===== src/rtl/adc_frame_depacketizer_pkg.sv =====
// Frame format shared by the ADC packetizer and depacketizer.
// Holds the FSM encoding, header field positions and the default sample geometry.
package adc_frame_depacketizer_pkg;

   typedef enum logic [1:0] {
      ST_IDLE    = 2'd0,
      ST_PAYLOAD = 2'd1,
      ST_DROP    = 2'd2
   } state_t;

   // Header word layout; bits [7:4] are reserved.
   localparam int unsigned PORT_MSB = 31;
   localparam int unsigned PORT_LSB = 16;
   localparam int unsigned SEQ_MSB  = 15;
   localparam int unsigned SEQ_LSB  = 8;
   localparam int unsigned EXP_MSB  = 3;
   localparam int unsigned EXP_LSB  = 0;

   localparam int unsigned WORD_W            = 32;
   localparam int unsigned DEF_PAYLOAD_WORDS = 8;
   localparam int unsigned SAMPLE_W          = WORD_W * DEF_PAYLOAD_WORDS;

endpackage


===== src/rtl/adc_frame_depacketizer_sat_counter.sv =====
// Saturating up-counter used for the depacketizer statistics.
// Ports: clock, reset (sync, active-high), inc (count enable), count (holds at all-ones).
module sat_counter #(
   parameter int unsigned CNT_W = 16
) (
   input  logic             clock,
   input  logic             reset,
   input  logic             inc,
   output logic [CNT_W-1:0] count
);

   always_ff @(posedge clock) begin
      if (reset) begin
         count <= '0;
      end else if (inc && (count != '1)) begin
         count <= count + CNT_W'(1);
      end
   end

endmodule


===== src/rtl/adc_frame_depacketizer.sv =====
// Receive-side ADC frame depacketizer: filters frames on destination UDP port,
// checks framing and sequence, and reassembles one sample + exponent per good frame.
// Ports: clock/reset (sync, active-high); validin/sof/eof/datain framed word stream;
//        intudpport local port; adcdatain/adcexpin/adcvalidin delivered sample;
//        seqout/seqerr sequence tracking; frameerr strobe; goodcnt/errcnt/portdropcnt stats.
module adc_frame_depacketizer
   import adc_frame_depacketizer_pkg::*;
#(
   parameter int unsigned PAYLOAD_WORDS = DEF_PAYLOAD_WORDS,
   parameter int unsigned CNT_W         = 16
) (
   input  logic                              clock,
   input  logic                              reset,
   input  logic                              validin,
   input  logic                              sof,
   input  logic                              eof,
   input  logic [31:0]                       datain,
   input  logic [15:0]                       intudpport,
   output logic [WORD_W*PAYLOAD_WORDS-1:0]   adcdatain,
   output logic [3:0]                        adcexpin,
   output logic                              adcvalidin,
   output logic [7:0]                        seqout,
   output logic                              seqerr,
   output logic                              frameerr,
   output logic [CNT_W-1:0]                  goodcnt,
   output logic [CNT_W-1:0]                  errcnt,
   output logic [CNT_W-1:0]                  portdropcnt
);

   localparam int unsigned SW    = WORD_W * PAYLOAD_WORDS;
   localparam int unsigned IDX_W = (PAYLOAD_WORDS > 1) ? $clog2(PAYLOAD_WORDS) : 1;
   localparam logic [IDX_W-1:0] LAST_IDX = IDX_W'(PAYLOAD_WORDS - 1);

   state_t           state, state_nxt;
   logic [IDX_W-1:0] idx, idx_nxt;
   logic [SW-1:0]    shadow;
   logic [SW-1:0]    shift_val;
   logic [7:0]       lat_seq;
   logic [3:0]       lat_exp;
   logic             seq_armed;

   logic port_ok;
   logic hdr_take;
   logic port_drop;
   logic frame_err;
   logic good;
   logic shift_en;

   assign port_ok   = (datain[PORT_MSB:PORT_LSB] == intudpport);
   assign shift_val = {shadow[SW-WORD_W-1:0], datain};

   // State register
   always_ff @(posedge clock) begin
      if (reset) begin
         state <= ST_IDLE;
      end else begin
         state <= state_nxt;
      end
   end

   // Next-state and per-word control decode
   always_comb begin
      state_nxt = state;
      idx_nxt   = idx;
      hdr_take  = 1'b0;
      port_drop = 1'b0;
      frame_err = 1'b0;
      good      = 1'b0;
      shift_en  = 1'b0;

      if (validin) begin
         unique case (state)
            ST_IDLE: begin
               if (sof && !eof) begin
                  if (port_ok) begin
                     hdr_take  = 1'b1;
                     idx_nxt   = '0;
                     state_nxt = ST_PAYLOAD;
                  end else begin
                     port_drop = 1'b1;
                     state_nxt = ST_DROP;
                  end
               end else if (sof) begin
                  frame_err = 1'b1;
               end else begin
                  frame_err = 1'b1;
                  state_nxt = ST_DROP;
               end
            end
            ST_PAYLOAD: begin
               if (sof) begin
                  // Abort the current frame; a sof without eof restarts as a header.
                  frame_err = 1'b1;
                  state_nxt = ST_IDLE;
                  if (!eof) begin
                     if (port_ok) begin
                        hdr_take  = 1'b1;
                        idx_nxt   = '0;
                        state_nxt = ST_PAYLOAD;
                     end else begin
                        port_drop = 1'b1;
                        state_nxt = ST_DROP;
                     end
                  end
               end else begin
                  shift_en = 1'b1;
                  idx_nxt  = idx + IDX_W'(1);
                  if (eof) begin
                     state_nxt = ST_IDLE;
                     if (idx == LAST_IDX) begin
                        good = 1'b1;
                     end else begin
                        frame_err = 1'b1;
                     end
                  end else if (idx == LAST_IDX) begin
                     frame_err = 1'b1;
                     state_nxt = ST_DROP;
                  end
               end
            end
            ST_DROP: begin
               if (sof && !eof) begin
                  if (port_ok) begin
                     hdr_take  = 1'b1;
                     idx_nxt   = '0;
                     state_nxt = ST_PAYLOAD;
                  end else begin
                     port_drop = 1'b1;
                  end
               end else if (eof) begin
                  state_nxt = ST_IDLE;
               end
            end
            default: state_nxt = ST_IDLE;
         endcase
      end
   end

   // Datapath and registered outputs
   always_ff @(posedge clock) begin
      if (reset) begin
         idx        <= '0;
         shadow     <= '0;
         lat_seq    <= '0;
         lat_exp    <= '0;
         seq_armed  <= 1'b0;
         adcdatain  <= '0;
         adcexpin   <= '0;
         adcvalidin <= 1'b0;
         seqout     <= '0;
         seqerr     <= 1'b0;
         frameerr   <= 1'b0;
      end else begin
         idx        <= idx_nxt;
         adcvalidin <= good;
         frameerr   <= frame_err;
         // Sequence check only once a reference frame has been delivered.
         seqerr     <= good && seq_armed && (lat_seq != (seqout + 8'(1)));
         if (shift_en) begin
            shadow <= shift_val;
         end
         if (hdr_take) begin
            lat_seq <= datain[SEQ_MSB:SEQ_LSB];
            lat_exp <= datain[EXP_MSB:EXP_LSB];
         end
         if (good) begin
            adcdatain <= shift_val;
            adcexpin  <= lat_exp;
            seqout    <= lat_seq;
            seq_armed <= 1'b1;
         end
      end
   end

   sat_counter #(.CNT_W(CNT_W)) u_goodcnt (
      .clock (clock),
      .reset (reset),
      .inc   (good),
      .count (goodcnt)
   );

   sat_counter #(.CNT_W(CNT_W)) u_errcnt (
      .clock (clock),
      .reset (reset),
      .inc   (frame_err),
      .count (errcnt)
   );

   sat_counter #(.CNT_W(CNT_W)) u_portdropcnt (
      .clock (clock),
      .reset (reset),
      .inc   (port_drop),
      .count (portdropcnt)
   );

endmodule


===== config.mk =====
export PLATFORM = sky130hd
export DESIGN_NAME = adc_frame_depacketizer
export DESIGN_NICKNAME = d
export VERILOG_FILES = /design/src/rtl/adc_frame_depacketizer_pkg.sv /design/src/rtl/adc_frame_depacketizer_sat_counter.sv /design/src/rtl/adc_frame_depacketizer.sv
export SDC_FILE = /design/constraint.sdc
export NUM_CORES = 1
export LEC_CHECK = 0
export CORE_ASPECT_RATIO = 0.6
export CORE_UTILIZATION = 55
export CTS_CLUSTER_DIAMETER = 50
export DETAILED_ROUTE_END_ITERATION = 8
export PLACE_DENSITY = 0.83
export SYNTH_ARGS = -nofsm -noshare
export SYNTH_HDL_FRONTEND = slang
export SYNTH_SLANG_ARGS = --single-unit

===== constraint.sdc =====
create_clock -name clock -period 4.6 [get_ports clock]
set_input_delay 0.46 -clock clock [delete_from_list [all_inputs] [get_ports clock]]
set_output_delay 0.46 -clock clock [all_outputs]
set_load 0.1 [all_outputs]

; ---- Word level (Yosys, flattened, before mapping)
; Index checks and enable logic that the tools add are counted.
[op_classes]
n_addsub = 5
n_eq_ne = 14
mux = 42
reduce_logical = 12
[ops]
columns = cell, n
row1 = "adder 16 x 1 -> 16 bit, second input constant", 3
row2 = "!= test 16 bit, second input constant", 3
row3 = two-way mux 1 bit, 23
row4 = two-way mux 2 bit, 10
row5 = equality test 16 bit, 1
row6 = two-way mux 3 bit, 4
row7 = "!= test 3 bit, second input constant", 4
row8 = "adder 8 x 1 -> 8 bit, second input constant", 1
row9 = != test 8 bit, 1
row10 = logical AND 1 bit, 6
row11 = one-hot mux 1 bit (2 select lines), 3
row12 = one-hot mux 2 bit (3 select lines), 1
row13 = one-hot mux 3 bit (2 select lines), 1
row14 = AND reduction 5 bit, 1
row15 = "!= test 4 bit, second input constant", 1
row16 = AND reduction 4 bit, 1
row17 = "adder 3 x 1 -> 3 bit, second input constant", 1
row18 = "equality test 3 bit, second input constant", 1
row19 = "equality test 2 x 1 -> 1 bit, second input constant", 1
row20 = "equality test 2 bit, second input constant", 1
row21 = zero test 2 bit, 1
row22 = "!= test 2 x 1 -> 1 bit, second input constant", 1
row23 = nonzero test 2 bit, 1
row24 = OR reduction 2 bit, 1
row25 = zero test 1 bit, 1
[totals]
reg_bits = 561
in_bits = 53

; ---- Depth between registers and ports, before layout
; Gate-level depths: netlist of the first run.
[logic_depth]
depth_word = 8
depth_mapped = 9

; ---- Cells and area by module
; A second synthesis of the first run with hierarchy kept.
[hier_totals]
hier_cells = 2591
hier_area_um2 = 20617.3
[by_module_without_submodules]
columns = module, n_inst, cells_each, area_each_um2
row1 = adc_frame_depacketizer, 1, 2294, 18072.3
row2 = sat_counter, 3, 99, 848.3

; ---- Least setup slack after synthesis of the first run
; OpenSTA, ideal clock, no wires.
[synth_path]
path_kind = register to register
startpoint = reg u_goodcnt.count[6]
endpoint = reg u_goodcnt.count[1]
setup_ns = 0.128
arrival_time_ns = 2.390
required_time_ns = 4.472
path_slack_ns = 2.082
path_stages_with_launch = 6
path_buffers = 0
period_less_slack_ns = 2.518
cell_sequence = dfxtp_1 > nand4_1 > nor4_4 > a31o_2 > mux2i_1 > nor2_1
[synth_via]
elab_chain_len = 2
[synth_lines]
columns = item, line
row1 = from (decl), adc_frame_depacketizer_sat_counter.sv:9  ; output logic [CNT_W-1:0] count
row2 = from (signal assigned), adc_frame_depacketizer_sat_counter.sv:16  ; count <= count + CNT_W'(1);
row3 = != test 16 bit, adc_frame_depacketizer_sat_counter.sv:15  ; end else if (inc && (count != '1)) begin
row4 = logical AND 1 bit, adc_frame_depacketizer_sat_counter.sv:15
; No other way between the ends.
; A chain may end at the register's enable or synchronous reset.

; ---- Final worst setup path of the first run
[layout_path]
startpoint = reg idx[0]
endpoint = reg adcdatain[69]
[layout_via]
elab_chain_len = 6
[layout_lines]
columns = item, line
row1 = from (decl), adc_frame_depacketizer.sv:35  ; logic [IDX_W-1:0] idx, idx_nxt;
row2 = from (signal assigned), adc_frame_depacketizer.sv:154  ; idx <= idx_nxt;
row3 = equality test 3 bit, adc_frame_depacketizer.sv:110  ; if (idx == LAST_IDX) begin
row4 = two-way mux 1 bit, adc_frame_depacketizer.sv:110
row5 = two-way mux 1 bit, adc_frame_depacketizer.sv:108  ; if (eof) begin
row6 = two-way mux 1 bit, adc_frame_depacketizer.sv:91  ; if (sof) begin
row7 = two-way mux 1 bit, adc_frame_depacketizer.sv:72  ; unique case (state)
row8 = two-way mux 1 bit, adc_frame_depacketizer.sv:71  ; if (validin) begin
row9 = to (signal assigned), adc_frame_depacketizer.sv:167  ; adcdatain <= shift_val;
row10 = to (decl), adc_frame_depacketizer.sv:19  ; output logic [WORD_W*PAYLOAD_WORDS-1:0] adcdatain,
; No other way between the ends.

==> impl_metrics.ini, run 1 <==
[cts]
cts_buffers = 49
path_clk_slew_ns = 0.07
clkSinkCount = 561
cts_root_buf = clkbuf_16
cts_setup_buffers = 0
cts_tree = yes
cts-hold-fix-buffers = 0
cts_htree_levels = 2
cts_resized = 0
clock_latency_ns = 0.56
clockBufferDepth = 3

[sta]
hold_viol_final = 0
skew_ns = 0.01227
min_period_over_period_pct = 59.59
finalSetupViolCount = 0
fin_crit_ns = 2.741
tns_ns = 0
fmax_mhz = 364.8
slew_viol_final = 50
final.setup.worst_slack_ns = 1.859
worstMarginPinSlew_ns = 1.543
max_slew_margin_pct = -2.873
rsz0062_at_grt = false

[cells_and_area]
n_fill_cell = 2775
syn_to_final_growth_pct = 27.04
ff_latch_area_sq_um = 11230
nets = 2892
fin_util_pct = 71.26
multi_input_area_sq_um = 8477
diodes = 0
layout-drive-gt1-share_pct = 4.006
finalNonFillerCells = 3347

[placed_design]
place_inst = 3257
place_congestion = 0.9141
dp_hpwl_mm = 36.86
dp_slack_ns = 1.567
io_buffers = 371

[setup_path]
reg2regPathDepth = 7
start_kind = flip-flop
cp_slowest_cell = and2_4
end_kind = flip-flop
critPathMaxStageDelay_ns = 0.82
endpoint = adcdatain[69]$_SDFFE_PP0P_
crit_chain = ha_1 -> ha_1 -> ha_1 -> and2_4 -> buf_4 -> nand2_1 -> a21oi_1
cp.arrival_ns = 3.22
startpoint = idx[0]$_SDFFE_PP0P_
cp.required_ns = 5.08
r2r_end = adcdatain[69]$_SDFFE_PP0P_
critPathKind = flip-flop to flip-flop
crit_path_max_fanout = 68
regToRegStartpoint = idx[0]$_SDFFE_PP0P_
rrSetupSlack_ns = 1.86
crit_path_frequent_cell = ha_1

[drt]
routed_wl_mm = 57.14
wl_per_cell_um = 17.07
ant_nets = 0
drtPass1Iterations = 6
drt_iter0_drc = 1818
drc = 0
met1_length_mm = 24.38
wl_met2_mm = 26.96
viasPerCell = 5.571
wl_met3_mm = 4.255
top_layer = met4
vias = 18650

[yosys]
synthDistinctLibCells = 51
synthFlopType = dfxtp_1
syn_inst = 2578
ys_ff_latch = 561
syn_nets = 2638
yosys_warnings = 0
yosysSeqAreaShare_pct = 54.88
avgSynthCellArea_sq_um = 7.938
synth_edf_count = 0
ys_async_sr_fraction_pct = 0
synth_area_sq_um = 20460

[status]
status = finished with violations
violations = max-slew violations

[pwr]
p_per_area_nw_per_um2 = 361.9
p_leak_nw = 8.321
ir_drop_uv = 290.3
total_power_mw = 9.408

[global_routing]
grt_overflow = 0
antenna_found_initial = 0
grt_use_total_pct = 28.85
grt_max_degree = 227
grt_pass1_wl_mm = 89.02
grt_pass1_vias = 17140

[min_path]
hold_class = flip-flop to flip-flop
hp-start = seq_armed$_SDFFE_PP0P_

[floorplanning]
io_pins = 372
die_h_um = 151.4
rows = 54
dieArea_sq_um = 38010
start_util_pct = 56.09
dieWidth_um = 251.0
core_area_sq_um = 36490

[job]
maxCapViolCount = 0
metrics by stage:
stage | instance area [sq um] | hold slack [ns]
final | 26000 | 0.4424
after global routing | 26000 | 0.4659
after CTS | 26000 | 0.4533
after detailed placement | 24290 | 0.4412
after global placement | 24290 | 0.4357
after floorplan | 20460 | 0.4125
cell usage in the layout, fill, tap and decap left out, types with 6 or more instances in the layout:
cell             synthesis  layout
nor4_1                   6       6
buf_12                   0       8
clkbuf_16                0      51
clkbuf_8                 0      13
nor2_1                  39      39
xor2_1                   6       6
nor3_1                  16      16
and3_1                   9       9
clkinv_2                 0       7
xnor2_1                 44      44
o21ai_0                 30      30
and2_1                   7       6
nand2b_1                19      18
nand4_1                 19      19
nor2b_1                  7       7
nand2_1               1004    1004
clkdlybuf4s50_1          0     370
or3_1                   13      13
inv_1                    9       9
dfxtp_1                561     561
nand3_1                 16      16
nand4b_1                13      13
a21oi_1                511     511
ha_1                     7       7
clkbuf_1               126      11
buf_4                    0      10
synthesized netlist by cell type (2+ instances only):
master	count	share of area, %
a31oi_1	2	0.061
nor2_1	39	0.72
o21ai_0	30	0.73
o31ai_1	2	0.073
or4_1	4	0.15
nor4_1	6	0.18
mux2i_1	3	0.15
nor4b_1	2	0.086
xnor2_1	44	1.9
inv_1	9	0.17
nand4_1	19	0.58
dfxtp_1	561	55
a21oi_1	511	12
a41oi_1	2	0.086
nand4b_1	13	0.56
nand2_1	1004	18
and2_1	7	0.21
xor2_1	6	0.26
and4_1	3	0.13
mux2_2	5	0.28
a311oi_1	2	0.086
nand3b_1	5	0.18
buf_1	11	0.20
clkbuf_1	126	2.3
nand2b_1	19	0.58
a211oi_1	5	0.18
or3_1	13	0.40
ha_1	7	0.43
nand3_1	16	0.39
and4bb_2	3	0.18
nor2b_1	7	0.21
nor3_1	16	0.39
a2111oi_0	2	0.086
and3_1	9	0.28
buf_2	49	1.2
report_power, final:
| part | leakage, nW | switching [mW] | internal, mW | total [mW] |
|---|---|---|---|---|
| clock network | 0.842 | 1.81 | 2.53 | 4.33 |
| logic | 2.96 | 0.139 | 0.0734 | 0.212 |
| registers | 4.52 | 0.00443 | 4.86 | 4.86 |
area by class of cell:
| class | instances | area share (%) |
|---|---|---|
| tap | 476 | 2.291 |
| clock buffer | 75 | 5.756 |
| inverter | 9 | 0.1299 |
| multi-input combinational | 1822 | 32.61 |
| clock inverter | 15 | 0.8086 |
| sequential | 561 | 43.20 |
| timing repair buffer | 389 | 15.21 |
worst min path at each step:
stage | to | cells after the start
2_1_floorplan | seqerr$_SDFF_PP0_ | 2
3_3_place_gp | seqerr$_SDFF_PP0_ | 2
3_5_place_dp | seqerr$_SDFF_PP0_ | 2
4_1_cts | adcdatain[229]$_SDFFE_PP0P_ | 2
5_1_grt | adcdatain[229]$_SDFFE_PP0P_ | 2
6_report | seqerr$_SDFF_PP0_ | 2
kinds of logic after synthesis:
logic type	after synthesis	share of synthesized area (%)
and+or+nand+nor	1192	24.04
AOI/OAI and AO/OA	565	14.22
DFF	561	54.88
buffers and inverters	195	3.876
xor gates and xnor gates	50	2.140
muxes	8	0.4218
adders and majority gates	7	0.4280
worst max-delay path, delay by kind of cell (launching register included):
family / cells / cell delay (ns)
buffers and inverters: 1 / 0.44
and+or+nand+nor: 2 / 0.95
adders and majority gates: 3 / 0.73
AOI/OAI and AO/OA: 1 / 0.16
DFF: 1 / 0.36
layer usage:
metal / track usage, % / vias up
li1: - / 8944
met4: 8.567 / 0
met2: 47.20 / 687
met3: 4.915 / 125
met5: 0 / -
met1: 39.30 / 8890
state kept, by name, indices dropped and copies added, names as in the netlist:
signal               cells
adcdatain              256
shadow                 224
u_errcnt.count          16
u_goodcnt.count         16
u_portdropcnt.count     16
lat_seq                  8
seqout                   8
adcexpin                 4
lat_exp                  4
idx                      3
state                    2
adcvalidin               1
frameerr                 1
seq_armed                1
seqerr                   1
(Power assumes the default switching activity.)
==> run 2, diff against run 1 <==
- CORE_UTILIZATION: 55 -> 52
- PLACE_DENSITY: 0.83 -> 0.79
- clock period: 4.6 -> 2.7 ns (I/O delays scaled with it)
==> run 2 against run 1 <==
Net effect: the flow now finishes without violations; sequential share of layout area up 0.72 points; non-clock buffer count up 17; power up 72%; utilization down 4.3 points; first-iteration DRC count up 1.2%; register-to-register slack worse by 1.4 ns; routed wire length down 1.0%; hold slack worse by 0.17 ns; via count down 1.0%; clock-buffer cell count down 7; largest cell class unchanged; highest routed layer unchanged.
==> impl_metrics.ini, run 2 (synthesis results as in run 1) <==
[status]
status = finished, final reports clean

[sta]
finalSetupViolCount = 0
final.setup.worst_slack_ns = 0.5078
max_slew_margin_pct = 30.39
fin_crit_ns = 2.192
worstMarginPinSlew_ns = 1.044
fmax_mhz = 456.2
hold_viol_final = 0
min_period_over_period_pct = 81.19
rsz0062_at_grt = false
skew_ns = 0.01664
tns_ns = 0
slew_viol_final = 0
holdWs_ns = 0.2696

[cells_and_area]
fin_util_pct = 66.96
stdcell_area_sq_um = 25570
diodes = 0
final_cell_mix = 1004 x nand2_1, 561 x dfxtp_1, 511 x a21oi_1
final_common_cell = nand2_1
finalNonFillerCells = 3401
top_regs = adcdatain x256, shadow x224
top_register = adcdatain
layout-drive-gt1-share_pct = 15.82
largest_register_ffs = 256
syn_to_final_growth_pct = 24.96
nets = 2910

[drt]
vias = 18460
drtPass1Iterations = 8
wl_met2_mm = 26.52
wl_per_cell_um = 16.63
met1_length_mm = 24.52
routed_wl_mm = 56.57
ant_nets = 0
drt_iter0_drc = 1840
wl_met3_mm = 3.976
drc = 0
top_layer = met4
viasPerCell = 5.428

[pwr]
p_leak_nw = 9.142
p_per_area_nw_per_um2 = 634.3
ir_drop_uv = 465.3
total_power_mw = 16.22

[setup_path]
cpLargestDelayFamily = adder cells
cp.required_ns = 3.17
crit_chain = ha_1 -> ha_1 -> ha_1 -> nand2_8 -> a31o_2 -> or3_1 -> a21oi_1
cp.arrival_ns = 2.67
crit_path_frequent_cell = ha_1
start_kind = flip-flop
crit_path_max_fanout = 23
critPathKind = flip-flop to flip-flop
cp_slowest_cell = dfxtp_1
critPathMaxStageDelay_ns = 0.36
path_buf_inv = 0
end_kind = flip-flop

[cts]
cts_buffers = 50
cts_resized = 0
cts_root_buf = clkbuf_16
cts_setup_buffers = 0
cts_htree_levels = 2
cts_tree = yes
clockBufferDepth = 3
cts-hold-fix-buffers = 0
clock_latency_ns = 0.56
path_clk_slew_ns = 0.06
clkSinkCount = 561

[placed_design]
place_congestion = 0.8789
place_inst = 3311
post_dp_cell_area_sq_um = 23800
dp_hpwl_mm = 37.77
dp_slack_ns = 0.1210
io_buffers = 371

[global_routing]
grt_overflow = 0
grt_use_total_pct = 27.25
grt_max_degree = 162
grt_pass1_wl_mm = 89.07
grt_pass1_vias = 16930
antenna_found_initial = 0

[floorplanning]
start_util_pct = 53.58
core_area_sq_um = 38190
dieWidth_um = 258.1
io_pins = 372
die_h_um = 155.7
dieArea_sq_um = 40180
rows = 55

[min_path]
hold_class = input pin to flip-flop

[job]
maxCapViolCount = 0
==> run 2: path summary, 6_finish.rpt <==
| kind | startpoint | to | slack [ns] | depth (start not counted) |
|---|---|---|---|---|
| max | idx[0]$_SDFFE_PP0P_ | u_goodcnt.count[4]$_SDFFE_PP0P_ | 0.51 | 7 |
| min | reset | u_portdropcnt.count[8]$_SDFFE_PP0P_ | 0.27 | 2 |
| max reg2reg | idx[0]$_SDFFE_PP0P_ | u_goodcnt.count[4]$_SDFFE_PP0P_ | 0.51 | 7 |
| min reg2reg | shadow[202]$_SDFFE_PP0P_ | adcdatain[234]$_SDFFE_PP0P_ | 0.45 | 2 |
==> run 2: area by class of cell <==
class	count	area, sq um
tap	513	641.9
clock buffer	68	1460
fill	3164	12620
multi-input combinational	1822	8477
clock inverter	22	307.8
inverter	9	33.78
timing repair buffer	406	3421
sequential	561	11230
==> run 2: report_power, final <==
group,leakage [nW],internal (mW),switching (mW)
combinational,3.76,0.137,0.239
sequential,4.52,8.28,0.00716
clock,0.869,4.47,3.09
==> run 2: worst reg2reg max path, delay by kind of cell, from the launching register on <==
| family | cells | cell delay (ns) |
|---|---|---|
| adder cells (fa/ha/maj) | 3 | 0.71 |
| AND/OR/NAND/NOR | 2 | 0.56 |
| AO/OA/AOI/OAI | 2 | 0.48 |
| flip-flops | 1 | 0.36 |
==> run 2: per-layer routing <==
metal / track usage [%] / vias to the layer above
li1: - / 8983
met1: 36.92 / 8746
met2: 44.00 / 623
met3: 5.263 / 108
met4: 8.622 / 0
met5: 0 / -
==> run 3, diff against run 2 <==
- clock period: 2.7 -> 2.19 ns (I/O delays scaled with it)
==> run 3 against run 2 <==
Net effect: flip-flop and latch count unchanged; first-iteration DRC count down 8.5%; largest power group unchanged; critical path depth up 1; highest routed layer unchanged; cell count up 1.1%; largest cell class unchanged; routed wire length up 2.3%.
==> impl_metrics.ini, run 3 (synthesis results as in run 1) <==
[pwr]
p_per_area_nw_per_um2 = 751.3
p_leak_nw = 9.391
total_power_mw = 19.55
ir_drop_uv = 831.9

[setup_path]
crit_chain = ha_1 -> ha_1 -> ha_1 -> o221ai_2 -> buf_4 -> a2111oi_0 -> xnor2_1 -> nor2_1
path_buf_inv = 1
crit_path_frequent_cell = ha_1
cp.arrival_ns = 2.57
cp.required_ns = 2.62
critPathKind = flip-flop to flip-flop
reg2regPathDepth = 8
crit_path_max_fanout = 16
critPathMaxStageDelay_ns = 0.42
end_kind = flip-flop
cp_slowest_cell = a2111oi_0
start_kind = flip-flop
path_depth = 8
cpLargestDelayFamily = adder cells

[cts]
path_clk_slew_ns = 0.07
cts_tree = yes
cts_buffers = 49
clkSinkCount = 561
cts_root_buf = clkbuf_16
clockBufferDepth = 3
clock_latency_ns = 0.56
cts-hold-fix-buffers = 0
cts_htree_levels = 2

[floorplanning]
start_util_pct = 53.58
dieWidth_um = 258.1
core_area_sq_um = 38190
rows = 55
dieArea_sq_um = 40180
die_h_um = 155.7
io_pins = 372

[cells_and_area]
final_cell_mix = 1004 x nand2_1, 516 x dfxtp_1, 510 x a21oi_1
ff_latch_area_sq_um = 11290
top_register = adcdatain
finalNonFillerCells = 3440
top_regs = adcdatain x256, shadow x224
multi_input_area_sq_um = 8507
n_fill_cell = 3093
largest_register_ffs = 256
stdcell_area_sq_um = 26030
layout-drive-gt1-share_pct = 18.55
syn_to_final_growth_pct = 27.18
nets = 2954
final_common_cell = nand2_1
diodes = 0

[sta]
skew_ns = 0.02365
max_slew_margin_pct = 54.41
slew_viol_final = 0
finalSetupViolCount = 0
fin_crit_ns = 2.137
worstMarginPinSlew_ns = 0.6839
rsz0062_at_grt = true
min_period_over_period_pct = 97.60
hold_viol_final = 0
fmax_mhz = 467.9

[global_routing]
antenna_found_initial = 0
grt_pass1_wl_mm = 90.33
grt_pass1_vias = 17260
grt_use_total_pct = 27.52
grt_overflow = 0
grt_max_degree = 129

[min_path]
hold_class = input pin to flip-flop
hold_depth = 2

[placed_design]
post_dp_cell_area_sq_um = 24320
place_inst = 3354
dp_hpwl_mm = 39.26
place_congestion = 0.8922
io_buffers = 371

[drt]
ant_nets = 0
drc = 0
viasPerCell = 5.471
wl_per_cell_um = 16.83
vias = 18820
routed_wl_mm = 57.88
drtPass1Iterations = 5
drt_iter0_drc = 1683

[status]
status = finished, final reports clean

[job]
maxCapViolCount = 0
run 3: cell types whose count changed in the layout (fill, tap and decap cells not counted), moves of 2 or more:
cell        delta
dfxtp_2       +45
clkinv_4       -2
nor4_1         -3
nor4_2         +3
buf_4         +33
bufinv_16      -2
dfxtp_1       -45
clkinvlp_4     -2
buf_12        +10
clkbuf_1       +3
run 3: cell type report:
type	instances	area share, %
sequential	561	43.37
multi-input combinational	1822	32.68
clock inverter	14	0.7740
inverter	9	0.1298
tap	513	2.466
clock buffer	70	5.514
timing repair buffer	451	15.07
run 3: path summary, 6_finish.rpt:
kind | from | endpoint | slack (ns)
worst min register to register | adcdatain[141]$_SDFFE_PP0P_ | adcdatain[141]$_SDFFE_PP0P_ | 0.45
worst max register to register | idx[0]$_SDFFE_PP0P_ | u_errcnt.count[9]$_SDFFE_PP0P_ | 0.05
worst max-delay path | idx[0]$_SDFFE_PP0P_ | u_errcnt.count[9]$_SDFFE_PP0P_ | 0.05
worst min-delay path | reset | state[0]$_SDFFE_PP0P_ | 0.17
run 3: layer usage:
metal / share of wire (%) / GRT usage, % / wire (um)
met2: 47 / 45.33 / 27470
met5: 0 / 0 / 0
met3: 6.9 / 3.996 / 4002
met1: 44 / 38.39 / 25440
met4: 1.7 / 5.917 / 976
run 3: power by group:
group / switching [mW] / internal (mW)
Clock: 3.71 / 5.13
Combinational: 0.307 / 0.190
Sequential: 0.00888 / 10.2
run 3: what timing repair did:
item,in CTS,in global routing
gates resized for setup,1,6
gates cloned,0,1
buffers inserted,0,1
endpoints found under the setup margin,1,16
pin swaps,0,1
run 3: through the flow:
stage	hold WS, ns	setup slack [ns]	setup TNS, ns	util [%]
2_1_floorplan	0.3550	-0.02125	-0.02125	-
3_3_place_gp	0.4404	-0.03415	-0.03415	63.68
3_5_place_dp	0.4455	-0.07314	-0.5542	63.68
4_1_cts	0.1306	0.03408	0	67.97
5_1_grt	0.1840	-0.0006177	-0.0006177	68.15
6_report	0.1691	0.05261	0	68.15
